==> src/rtl/fifo_uart_tx.sv <==
// Drains a show-ahead byte FIFO onto a UART 8N1 line: one pop per frame, LSB first,
// with the line held in a register so it never glitches.
module fifo_uart_tx #(
    parameter int c_CLKS_PER_BIT = 104,
    parameter int c_DATAWIDTH    = 8
) (
    input  logic                   i_clock,
    input  logic                   i_resetn,
    input  logic                   i_fifo_empty,
    input  logic [c_DATAWIDTH-1:0] i_fifo_data,
    output logic                   o_fifo_readen,
    input  logic                   i_enable,
    output logic                   o_tx,
    output logic                   o_busy
);
    localparam int c_CW = $clog2(c_CLKS_PER_BIT);
    localparam int c_IW = (c_DATAWIDTH > 1) ? $clog2(c_DATAWIDTH) : 1;
    localparam logic [c_CW-1:0] c_BAUD_LAST = c_CW'(c_CLKS_PER_BIT - 1);
    localparam logic [c_IW-1:0] c_IDX_LAST  = c_IW'(c_DATAWIDTH - 1);

    typedef enum logic [1:0] {IDLE, START, DATA, STOP} t_state;

    t_state                 r_state, w_state_next;
    logic [c_CW-1:0]        r_baud, w_baud_next;
    logic [c_IW-1:0]        r_idx, w_idx_next;
    logic [c_DATAWIDTH-1:0] r_shift, w_shift_next;
    logic                   r_tx, w_tx_next;
    logic                   w_readen;
    logic                   w_bit_end;
    logic [c_DATAWIDTH-1:0] w_shift_shr;

    assign w_bit_end   = (r_baud == c_BAUD_LAST);
    assign w_shift_shr = r_shift >> 1;

    always_ff @(posedge i_clock or negedge i_resetn) begin
        if (!i_resetn) begin
            r_state <= IDLE;
            r_baud  <= '0;
            r_idx   <= '0;
            r_shift <= '0;
            r_tx    <= 1'b1;
        end else begin
            r_state <= w_state_next;
            r_baud  <= w_baud_next;
            r_idx   <= w_idx_next;
            r_shift <= w_shift_next;
            r_tx    <= w_tx_next;
        end
    end

    always_comb begin
        w_state_next = r_state;
        w_baud_next  = r_baud;
        w_idx_next   = r_idx;
        w_shift_next = r_shift;
        w_tx_next    = r_tx;
        w_readen     = 1'b0;
        if (r_state != IDLE)
            w_baud_next = w_bit_end ? '0 : r_baud + c_CW'(1);
        case (r_state)
            IDLE: begin
                w_tx_next = 1'b1;
                // Reset gating keeps the pop strobe quiet while the block is held in reset.
                w_readen  = i_enable && !i_fifo_empty && i_resetn;
                if (w_readen) begin
                    w_shift_next = i_fifo_data;
                    w_baud_next  = '0;
                    w_idx_next   = '0;
                    w_state_next = START;
                    w_tx_next    = 1'b0;
                end
            end
            START: begin
                if (w_bit_end) begin
                    w_state_next = DATA;
                    w_idx_next   = '0;
                    w_tx_next    = r_shift[0];
                end
            end
            DATA: begin
                if (w_bit_end) begin
                    if (r_idx == c_IDX_LAST) begin
                        w_state_next = STOP;
                        w_tx_next    = 1'b1;
                    end else begin
                        w_shift_next = w_shift_shr;
                        w_idx_next   = r_idx + c_IW'(1);
                        w_tx_next    = w_shift_shr[0];
                    end
                end
            end
            STOP: begin
                w_tx_next = 1'b1;
                if (w_bit_end)
                    w_state_next = IDLE;
            end
            default: w_state_next = IDLE;
        endcase
    end

    assign o_fifo_readen = w_readen;
    assign o_tx          = r_tx;
    assign o_busy        = (r_state != IDLE);

endmodule

==> config.mk <==
export PLATFORM = sky130hd
export DESIGN_NAME = fifo_uart_tx
export DESIGN_NICKNAME = d
export VERILOG_FILES = /design/src/rtl/fifo_uart_tx.sv
export SDC_FILE = /design/constraint.sdc
export NUM_CORES = 1
export LEC_CHECK = 0
export ABC_CLOCK_PERIOD_IN_PS = 3190
export CAP_MARGIN = 20
export CORE_MARGIN = 8
export CORE_UTILIZATION = 35
export CTS_BUF_LIST = sky130_fd_sc_hd__clkbuf_4 sky130_fd_sc_hd__clkbuf_8
export CTS_CLUSTER_SIZE = 14
export DETAILED_ROUTE_END_ITERATION = 8
export GPL_ROUTABILITY_DRIVEN = 0
export SYNTH_ARGS = -nofsm -noshare
export SYNTH_HDL_FRONTEND = slang
export SYNTH_SLANG_ARGS = --single-unit
==> constraint.sdc <==
create_clock -name i_clock -period 3.19 [get_ports i_clock]
set_clock_uncertainty 0.2 [all_clocks]
set_input_delay 0.4785 -clock i_clock [delete_from_list [all_inputs] [get_ports i_clock]]
set_output_delay 0.4785 -clock i_clock [all_outputs]
set_load 0.005 [all_outputs]
==> results.toml <==
[outcome]
status = "finished clean"

[timing]
finalSetupTns_ns = 0
fin_crit_ns = 2.92
slew_headroom_pct = 63.6
final_hold_viol_count = 0
tightest_slew_ns = 0.546
slew_viol_final = 0
finalCritPeriodShare_pct = 91.4
rsz0062_at_grt = "false"
setup_viol = 0
max_freq_mhz = 343

[floorplan]
die_h_um = 75.8
core_sq_um = 3390
io_pins = 15
die_w_um = 75.8
initial_core_util_pct = 36.9
die_area_sq_um = 5740
core.rowCount = 21

[power_and_ir_drop]
peakVddDrop_mv = 0.465
p_leak_nw = 0.637
power.density_nw_per_um2 = 905

[clocking]
cts_setup_buffers = 0
postCtsHoldBufs = 0
cts_resized = 0
cts_buffer_depth = 2
cts_root_buf = "clkbuf_4"
cts.sinks = 21
htreeDepth = 1
insertion_delay_ns = 0.30
numCtsBuffers = 3
cts_tree = "built"
clk_pin_slew_worst_paths_ns = 0.12

[detailed_routing]
viasPerCell = 5.14
drc = 0
first_pass_iters = 4
ant_nets = 0
wl_per_cell_um = 15.1
drtIter0Drc = 46
wl_um = 2510
via_count = 854

[place]
dpl.hpwl_um = 1880
portBuffers = 14

[setup_path]
crit_type = "reg2out"
critPathMaxFanout = 11
worst_setup_path_start_kind = "flop"
worstRegToRegCells = 6
crit_path_end_kind = "output pin"
crit_required_ns = 2.51
critPathArrivalTime_ns = 2.24

[grt]
grt_max_degree = 22
grt_pass1_wl_um = 4170
grt_pass1_vias = 842
track_usage_pct = 9.48
antenna_found_initial = 0
overflow = 0
gr-max-usage-layer = "met2"
use_met1_pct = 12.7
met2_usage_pct = 14.2
grtUsageMet3_pct = 3.29

[yosys]
yosysWarnings = 0
synth_edf_count = 0
synth_ff_type = "dfrtp_1"
async_flop_share_pct = 100
synth_cells = 105
synth_top_area_share_pct = 40.0
yosysTopAreaCell = "dfrtp_1"
synth.area.top_cells = "dfrtp_1, mux2_2, mux2_4"
synth_cell_types = 39
yosysSeqAreaShare_pct = 42.1
syn_area_sq_um = 1250
syn_nets = 124
synth.avg_cell_area_sq_um = 11.9
ys_ff_latch = 21

[flow_run]
cap_violations = 0

[finish]
fin_nets = 140
drive_above_1_share_pct = 25.8
fill_cells = 316
diodes = 0
synthToLayoutAreaGrowth_pct = 16.6
fin_util_pct = 43.0

[hold_path]
holdPathStages = 1
min_path_type = "reg2reg"
[layout make-up]
type / count / area (sq um) / share of cell area (%)
Timing Repair Buffer: 15 / 148 / 10.1
Clock buffer: 3 / 22.5 / 1.55
Sequential cell: 21 / 527 / 36.1
Tap cell: 46 / 57.6 / 3.95
Clock inverter: 1 / 5.00 / 0.343
Inverter: 5 / 18.8 / 1.29
Multi-Input combinational cell: 75 / 679 / 46.6
[worst max-delay path, stage by stage (launching register included)]
cell and delay [ns]:
dfrtp_1 0.43, inv_1 0.10, ha_1 0.38, clkinv_1 0.22, nor2_1 0.25, clkdlybuf4s50_1 0.55
[state kept, by name (all words and copies together), names as in the netlist]
signal	count
o_tx	1
r_idx	3
r_shift	8
r_baud	7
r_state	2
[final timing paths]
kind,slack [ns],endpoint,start
setup / recovery,0.27,o_fifo_readen,r_state[0]
hold reg to reg,0.31,r_shift[7],r_shift[7]
max in group asynchronous,2.16,o_tx,i_resetn
setup reg to reg,0.67,r_state[1],r_state[0]
hold / removal,0.31,r_shift[7],r_shift[7]
min in group asynchronous,0.35,r_baud[4],i_resetn
[cell usage in the layout, fill, tap and decap left out, types with 2 or more instances in the layout]
cell	Yosys	routed
a21oi_1	4	4
a22o_1	4	4
and3_1	2	2
clkbuf_4	0	3
clkdlybuf4s50_1	0	14
dfrtp_1	20	20
ha_1	7	7
inv_1	4	4
mux2_2	10	10
mux2_4	7	7
nand2_1	3	3
nand2b_1	2	2
nand3_1	3	3
nor2_1	3	3
o21ai_0	4	4
o21ai_1	2	2
o22ai_1	3	3
xnor2_1	3	3
[metrics by stage]
step / instance area (sq um) / setup WS (ns) / hold WS [ns] / instances / power, W
after detailed placement: 1430 / 0.590 / 0.286 / 162 / 0.00120
after floorplan: 1250 / 1.01 / -0.0171 / 105 / 0.00105
after CTS: 1460 / 0.229 / 0.315 / 166 / 0.00133
final: 1460 / 0.274 / 0.312 / 166 / 0.00132
after global routing: 1460 / 0.0364 / 0.336 / 166 / 0.00143
after global placement: 1430 / 0.620 / 0.276 / 162 / 0.00117
[cells by family after synthesis]
| kind of cell | after synthesis | share of synthesized area (%) |
|---|---|---|
| multiplexers | 18 | 18.3 |
| XOR/XNOR | 3 | 2.10 |
| AO/OA/AOI/OAI | 25 | 14.7 |
| adder cells (fa/ha/maj) | 7 | 7.01 |
| buffers and inverters | 9 | 3.50 |
| flip-flops | 21 | 42.1 |
| AND/OR/NAND/NOR | 22 | 12.2 |
[Yosys cell counts, types with 2 or more instances]
library cell / instances
a22o_1: 4
nand2b_1: 2
inv_1: 4
o21ai_0: 4
dfrtp_1: 20
xnor2_1: 3
a21oi_1: 4
buf_2: 2
mux2_2: 10
nand2_1: 3
o22ai_1: 3
o21ai_1: 2
and3_1: 2
ha_1: 7
nand3_1: 3
nor2_1: 3
mux2_4: 7
[power breakdown]
part | internal, W | switching [W]
clock | 0.0000467 | 0.0000824
sequential | 0.000384 | 0.0000955
combinational | 0.000394 | 0.000317
total | 0.000824 | 0.000495
[layer usage]
layer	part of all wire, %	vias to the layer above
li1	-	418
met1	47	418
met2	47	16
met3	5.5	2
met4	0.56	0
met5	0	-
No activity file was read; power rests on OpenSTA's default activity.
